`src/rtl/fifo_bank_array.sv`:
```
// rtl/fifo_bank_array.sv - array of independent synchronous FIFO banks with masks, flags and flush
// Optional sticky overflow/underflow flags: define FIFO_BANK_ERR_EN.
module fifo_bank_array #(
    parameter int NUM_BANKS     = 15,
    parameter int DATA_WIDTH    = 8,
    parameter int DEPTH_WIDTH   = 4,
    parameter int AFULL_THRESH  = (1 << DEPTH_WIDTH) - 2,
    parameter int AEMPTY_THRESH = 2
) (
    input  logic                   clk,
    input  logic                   rst,
    input  logic                   flush_i,
    input  logic                   wr_en_i,
    input  logic [NUM_BANKS-1:0]   wr_mask_i,
    input  logic [DATA_WIDTH-1:0]  wr_data_i [NUM_BANKS],
    input  logic                   rd_en_i,
    input  logic [NUM_BANKS-1:0]   rd_mask_i,
    output logic [DATA_WIDTH-1:0]  rd_data_o [NUM_BANKS],
    output logic [NUM_BANKS-1:0]   rd_valid_o,
    output logic [NUM_BANKS-1:0]   full_o,
    output logic [NUM_BANKS-1:0]   empty_o,
    output logic [NUM_BANKS-1:0]   almost_full_o,
    output logic [NUM_BANKS-1:0]   almost_empty_o,
    output logic [DEPTH_WIDTH:0]   count_o [NUM_BANKS],
    output logic                   any_full_o,
    output logic                   all_empty_o,
    output logic [NUM_BANKS-1:0]   ovf_o,
    output logic [NUM_BANKS-1:0]   udf_o
);

    localparam int DEPTH = 1 << DEPTH_WIDTH;
    localparam logic [DEPTH_WIDTH:0] DEPTH_L  = DEPTH[DEPTH_WIDTH:0];
    localparam logic [DEPTH_WIDTH:0] AFULL_L  = AFULL_THRESH[DEPTH_WIDTH:0];
    localparam logic [DEPTH_WIDTH:0] AEMPTY_L = AEMPTY_THRESH[DEPTH_WIDTH:0];

    assign any_full_o  = |full_o;
    assign all_empty_o = &empty_o;

    for (genvar b = 0; b < NUM_BANKS; b++) begin : g_bank
        logic [DATA_WIDTH-1:0]  r_mem [DEPTH];
        logic [DEPTH_WIDTH:0]   r_wr_ptr;
        logic [DEPTH_WIDTH:0]   r_rd_ptr;
        logic [DATA_WIDTH-1:0]  r_rd_data;
        logic                   r_rd_valid;
        logic [DEPTH_WIDTH:0]   w_count;
        logic                   w_full;
        logic                   w_empty;
        logic                   w_wr_req;
        logic                   w_rd_req;
        logic                   w_wr_acc;
        logic                   w_rd_acc;

        // Occupancy is the pointer distance; the extra MSB disambiguates full from empty.
        assign w_count  = r_wr_ptr - r_rd_ptr;
        assign w_full   = (w_count == DEPTH_L);
        assign w_empty  = (w_count == '0);
        assign w_wr_req = wr_en_i & wr_mask_i[b];
        assign w_rd_req = rd_en_i & rd_mask_i[b];
        // Flush wins over traffic; a full bank still takes a write when a read frees a slot.
        assign w_rd_acc = w_rd_req & ~w_empty & ~flush_i;
        assign w_wr_acc = w_wr_req & (~w_full | w_rd_acc) & ~flush_i;

        assign full_o[b]         = w_full;
        assign empty_o[b]        = w_empty;
        assign almost_full_o[b]  = (w_count >= AFULL_L);
        assign almost_empty_o[b] = (w_count <= AEMPTY_L);
        assign count_o[b]        = w_count;
        assign rd_data_o[b]      = r_rd_data;
        assign rd_valid_o[b]     = r_rd_valid;

        // Pointer advance on accepted transfers; flush rewinds both to zero.
        always_ff @(posedge clk or posedge rst) begin
            if (rst) begin
                r_wr_ptr <= '0;
                r_rd_ptr <= '0;
            end else if (flush_i) begin
                r_wr_ptr <= '0;
                r_rd_ptr <= '0;
            end else begin
                if (w_wr_acc) r_wr_ptr <= r_wr_ptr + 1'b1;
                if (w_rd_acc) r_rd_ptr <= r_rd_ptr + 1'b1;
            end
        end

        // Storage array; contents need no reset since pointers gate visibility.
        always_ff @(posedge clk) begin
            if (w_wr_acc) r_mem[r_wr_ptr[DEPTH_WIDTH-1:0]] <= wr_data_i[b];
        end

        // Registered read port: data holds between reads, valid pulses one cycle.
        always_ff @(posedge clk or posedge rst) begin
            if (rst) begin
                r_rd_data  <= '0;
                r_rd_valid <= 1'b0;
            end else begin
                r_rd_valid <= w_rd_acc;
                if (w_rd_acc) r_rd_data <= r_mem[r_rd_ptr[DEPTH_WIDTH-1:0]];
            end
        end

`ifdef FIFO_BANK_ERR_EN
        logic r_ovf;
        logic r_udf;

        // Sticky error flags for dropped writes and reads of an empty bank.
        always_ff @(posedge clk or posedge rst) begin
            if (rst) begin
                r_ovf <= 1'b0;
                r_udf <= 1'b0;
            end else if (flush_i) begin
                r_ovf <= 1'b0;
                r_udf <= 1'b0;
            end else begin
                if (w_wr_req & ~w_wr_acc) r_ovf <= 1'b1;
                if (w_rd_req & ~w_rd_acc) r_udf <= 1'b1;
            end
        end

        assign ovf_o[b] = r_ovf;
        assign udf_o[b] = r_udf;
`else
        assign ovf_o[b] = 1'b0;
        assign udf_o[b] = 1'b0;
`endif
    end

endmodule
```
`config.mk`:
```
export PLATFORM = sky130hd
export DESIGN_NAME = fifo_bank_array
export DESIGN_NICKNAME = d
export VERILOG_FILES = /design/src/rtl/fifo_bank_array.sv
export SDC_FILE = /design/constraint.sdc
export NUM_CORES = 2
export LEC_CHECK = 0
export BUFFER_PORTS_ARGS = -buffer_cell sky130_fd_sc_hd__buf_2
export CAP_MARGIN = 20
export CELL_PAD_IN_SITES_DETAIL_PLACEMENT = 1
export CELL_PAD_IN_SITES_GLOBAL_PLACEMENT = 2
export CORE_ASPECT_RATIO = 0.6
export CORE_MARGIN = 10
export CORE_UTILIZATION = 48
export CTS_BUF_LIST = sky130_fd_sc_hd__clkbuf_8
export CTS_CLUSTER_DIAMETER = 120
export CTS_CLUSTER_SIZE = 25
export DETAILED_ROUTE_END_ITERATION = 10
export PLACE_DENSITY = 0.77
export RECOVER_POWER = 100
export SYNTH_ARGS = -nofsm -noshare
export SYNTH_HDL_FRONTEND = slang
export SYNTH_SLANG_ARGS = --single-unit
export TNS_END_PERCENT = 100
```
`constraint.sdc`:
```
create_clock -name clk -period 12.35 [get_ports clk]
set_input_delay 0.6175 -clock clk [delete_from_list [all_inputs] [get_ports clk]]
set_output_delay 0.6175 -clock clk [all_outputs]
set_load 0.01 [all_outputs]
```
==> out/qor.csv <==
stage;metric;value;unit
run_status;outcome;finished with violations;
run_status;violations;capacitance limit, slew limit;
route;iteration_count_of_the_initial_detailed_routing_pass;5;
route;drc_violation_total_after_the_first_tritonroute_iteration;4924;
logic_synthesis;yosys.area_share.simple;3.981;%
setup_path;crit_path_end_kind;primary output;
logic_synthesis;synth.mux.area_fraction;16.77;%
sta;timing_limited_maximum_frequency;133.1;MHz
sta;finalSetupTns;0;ps
clock_network;tritoncts;yes;
die;start_util;48.23;%
logic_synthesis;synthAdderAreaFrac;2.202;%
setup_path;cp_slowest_stage_delay;2150;ps
global_route;grt_pass1_wl;335400;um
die;die_outline_height;356.0;um
sta;grt_setup_unrepaired;no;
clock_network;clk_pin_slew_worst_paths;160;ps
sta;final_min_period_over_clock_period;60.83;%
sta;finalSetupViolations;0;
route;post_drt_via_cell_ratio;5.904;
logic_synthesis;post_synthesis_cell_count;4689;
clock_network;root_buffer;sky130_fd_sc_hd__clkbuf_8;
logic_synthesis;syn_area;0.09034;mm^2
final_layout;final_layout_size_suffix_gt1_share;17.66;%
route;wl_per_cell;29.65;um
die;rows;123;
logic_synthesis;netlist-cell-type-count;61;
sta;fin_worst_skew;40.37;ps
flow_run;drv.max_cap_violation_count;28;
power_and_ir_drop;power_density;154.7;mW/mm^2
clock_network;worst_skew_pair.late_latency;890;ps
power_and_ir_drop;report.power.total;14.92;mW
logic_synthesis;synth-async-reset-ratio;12.93;%
setup_path;cpMostUsedCell;sky130_fd_sc_hd__clkbuf_1;
logic_synthesis;synth.top_cells.by_area;sky130_fd_sc_hd__edfxtp_1 64%, sky130_fd_sc_hd__mux4_2 15%, sky130_fd_sc_hd__dfrtp_1 7.9%;
sta;maxSlewViolCount;747;
sta;final.min_clock_period;7513;ps
setup_path;worst-endpoint-required;11730;ps
sta;timing.final.hold_violations;0;
power_and_ir_drop;irDropWorstVdd;0.0001046;V
clock_network;post-cts-setup-buffer-count;0;
die;die-width;580.1;um
place;place_hpwl;160500;um
sta;timing.slew.headroom;-190.4;%
die;core_region_area;0.1873;mm^2
logic_synthesis;synth-seq-area-share;71.72;%
hold_path;holdCritPathClass;primary input to flop;
logic_synthesis;netlist.top_cell.by_area;sky130_fd_sc_hd__edfxtp_1;
global_route;grtUsageTotal;21.71;%
clock_network;worst_case_clock_buffer_depth;3;
place;io_buffer_count;426;
logic_synthesis;synthXorXnorAreaFrac;1.522;%
final_layout;fill_cells;17200;
logic_synthesis;synth_compound_gate_area_share;1.565;%
setup_path;worstPathBufferInverterCount;3;
route;finalWirelength;228800;um
global_route;grt_overflow;0;
final_layout;multiInputGateArea;0.02357;mm^2
final_layout;nNetsFinal;5423;
die;die_area;0.2065;mm^2
setup_path;critical_path.cell_chain;clkbuf_1, ha_1, fa_1, xor2_1, nand3_1, a2111oi_0, clkbuf_1, nand4_1, nor4_1, clkbuf_1;
sta;worstMarginPinSlew;4332;ps
setup_path;timing.critical_path.arrival;6900;ps
setup_path;critical-path-slowest-cell;sky130_fd_sc_hd__clkbuf_1;
die;io_pins;457;
final_layout;flow.area_growth_from_synthesis;6.739;%
power_and_ir_drop;cellLeakagePower;31.03;nW
sta;timing.hold.ws;159.0;ps
setup_path;crit_type;flop to primary output;
place;placement.setup.worst_slack;7712;ps
global_route;antenna_violations_before_repair;25;
place;finalWeightedCongestion;0.8335;
global_route;grt_max_degree;73;
route;vias;45560;
final_layout;register_area;0.06481;mm^2
logic_synthesis;dominantRegCellSynth;sky130_fd_sc_hd__edfxtp_1;
route;drt.antenna.violating_nets;0;
setup_path;startpoint_type;flop;
logic_synthesis;synthesis.yosys.warnings;0;
logic_synthesis;ys_seq_elements;2205;
clock_network;numCtsBuffers;98;
global_route;number_of_global_route_vias_before_repair;47610;
logic_synthesis;synthDominantCellAreaShare;63.82;%
logic_synthesis;postSynthAreaPerCell;19.27;um^2
final_layout;layout.core_utilization;51.48;%
clock_network;clock_sink_count;2205;
logic_synthesis;synth_edf_count;1920;
clock_network;cts_htree_levels;3;
sta;worst_path_setup_slack_after_routing;4837;ps
logic_synthesis;main_combinational_cell_family_by_area_after_synthesis;multiplexers;
route;drcViolationCount;0;
setup_path;cp_top_family;buffers and inverters;
setup_path;worstPathMaxFanout;36;
clock_network;cts_repair_resize_count;0;
## report_power, final
| part | switching (mW) | internal (mW) |
|---|---|---|
| Combinational | 2.03 | 1.36 |
| Clock | 2.20 | 0.771 |
| Sequential | 0.194 | 8.36 |
## layout make-up
class / count / share of cell area, %
sequential: 2205 / 67.21
multi-input combinational: 2065 / 24.45
tap: 2500 / 3.244
timing repair buffer: 573 / 2.580
clock buffer: 98 / 1.399
inverter: 175 / 0.6825
clock inverter: 87 / 0.4048
antenna: 14 / 0.03633
## metal layers
layer  track usage, %  routed length, um  vias up
met5                0                 28        -
li1                 -                  -    19280
met2            31.67             100800     1572
met3            4.601              17110      255
met4            5.024               5423        6
met1            33.61             105400    24450
## Yosys cell counts, types with 31 or more instances
master                         n
sky130_fd_sc_hd__edfxtp_1   1920
sky130_fd_sc_hd__mux4_2      600
sky130_fd_sc_hd__nor2_1      353
sky130_fd_sc_hd__dfrtp_1     285
sky130_fd_sc_hd__inv_1       154
sky130_fd_sc_hd__ha_1        135
sky130_fd_sc_hd__clkbuf_1    132
sky130_fd_sc_hd__mux2_2      114
sky130_fd_sc_hd__nand2_1     114
sky130_fd_sc_hd__xnor2_1      83
sky130_fd_sc_hd__buf_4        75
sky130_fd_sc_hd__xor2_1       74
sky130_fd_sc_hd__nor3_1       70
sky130_fd_sc_hd__a21oi_1      54
sky130_fd_sc_hd__nand4_1      53
sky130_fd_sc_hd__buf_2        50
sky130_fd_sc_hd__nand3_1      44
sky130_fd_sc_hd__nand2b_1     40
sky130_fd_sc_hd__o2111ai_1    31
## final timing paths
check	from	to	slack [ps]	cells past startpoint
max in group asynchronous	rst	g_bank[1].r_rd_ptr[0]	5160	6
min in group asynchronous	rst	g_bank[11].r_rd_data[3]	1570	3
worst min-delay path	wr_mask_i[5]	g_bank[5].r_wr_ptr[2]	160	5
worst min register to register	g_bank[7].r_rd_data[7]	g_bank[7].r_rd_data[7]	510	1
worst max-delay path	g_bank[4].r_rd_ptr[0]	all_empty_o	4840	10
worst max register to register	g_bank[14].r_rd_ptr[0]	g_bank[14].r_mem[14][5]	5000	9
## layout by cell type, fill, tap and decap left out, types with 10 or more instances in the layout
| cell type | instances |
|---|---|
| sky130_fd_sc_hd__and3_1 | 21 |
| sky130_fd_sc_hd__nand4_1 | 53 |
| sky130_fd_sc_hd__xnor2_1 | 83 |
| sky130_fd_sc_hd__buf_4 | 27 |
| sky130_fd_sc_hd__a21oi_1 | 56 |
| sky130_fd_sc_hd__edfxtp_1 | 1920 |
| sky130_fd_sc_hd__dfrtp_2 | 15 |
| sky130_fd_sc_hd__a211oi_1 | 14 |
| sky130_fd_sc_hd__nor3_1 | 70 |
| sky130_fd_sc_hd__conb_1 | 30 |
| sky130_fd_sc_hd__o31ai_1 | 15 |
| sky130_fd_sc_hd__mux2i_1 | 26 |
| sky130_fd_sc_hd__clkbuf_8 | 98 |
| sky130_fd_sc_hd__inv_1 | 235 |
| sky130_fd_sc_hd__and2_1 | 12 |
| sky130_fd_sc_hd__o2111ai_1 | 31 |
| sky130_fd_sc_hd__a31oi_1 | 13 |
| sky130_fd_sc_hd__or3_1 | 18 |
| sky130_fd_sc_hd__dlygate4sd3_1 | 29 |
| sky130_fd_sc_hd__mux4_2 | 600 |
| sky130_fd_sc_hd__inv_2 | 15 |
| sky130_fd_sc_hd__diode_2 | 14 |
| sky130_fd_sc_hd__nor2_1 | 361 |
| sky130_fd_sc_hd__nand3_1 | 45 |
| sky130_fd_sc_hd__a21o_1 | 10 |
| sky130_fd_sc_hd__ha_1 | 135 |
| sky130_fd_sc_hd__mux2_1 | 12 |
| sky130_fd_sc_hd__clkbuf_1 | 479 |
| sky130_fd_sc_hd__mux2_2 | 110 |
| sky130_fd_sc_hd__xor2_1 | 74 |
| sky130_fd_sc_hd__nand2b_1 | 40 |
| sky130_fd_sc_hd__o21ai_0 | 29 |
| sky130_fd_sc_hd__buf_2 | 37 |
| sky130_fd_sc_hd__dfrtp_1 | 270 |
| sky130_fd_sc_hd__nand2_1 | 114 |
| sky130_fd_sc_hd__fa_1 | 15 |
## worst min-delay path, stage by stage
cell                       delay (ps)
sky130_fd_sc_hd__buf_2            120
sky130_fd_sc_hd__nand2_1           80
sky130_fd_sc_hd__a211oi_1          60
sky130_fd_sc_hd__xnor2_1          130
sky130_fd_sc_hd__nor2_1            40
## sequential cells by signal (all words and copies together) (netlist names)
signal,cells
g_bank.r_mem,1920
g_bank.r_rd_data,120
g_bank.r_rd_ptr,75
g_bank.r_rd_valid,15
g_bank.r_wr_ptr,75
## cells by family (layout without fill, tap and decap cells)
family / Yosys count / in the layout
other: 1 / 44
buffers and inverters: 448 / 933
AO/OA/AOI/OAI: 202 / 202
XOR/XNOR: 157 / 157
adder cells (fa/ha/maj): 150 / 150
multiplexers: 748 / 748
AND/OR/NAND/NOR: 778 / 778
flip-flops: 2205 / 2205
## metrics by stage
step | area [um^2] | cells
3_5_place_dp | 95230 | 7469
6_report | 96430 | 7717
4_1_cts | 97260 | 7683
2_1_floorplan | 90450 | 4718
3_3_place_gp | 95210 | 7467
5_1_grt | 96420 | 7714
## what timing repair did
action | 4_1_cts | 5_1_grt
endpoints found under the hold margin | 330 | 0
hold buffers | 29 | 0
setup endpoints to repair | 0 | 0
Power figures use the tool's default switching activity.
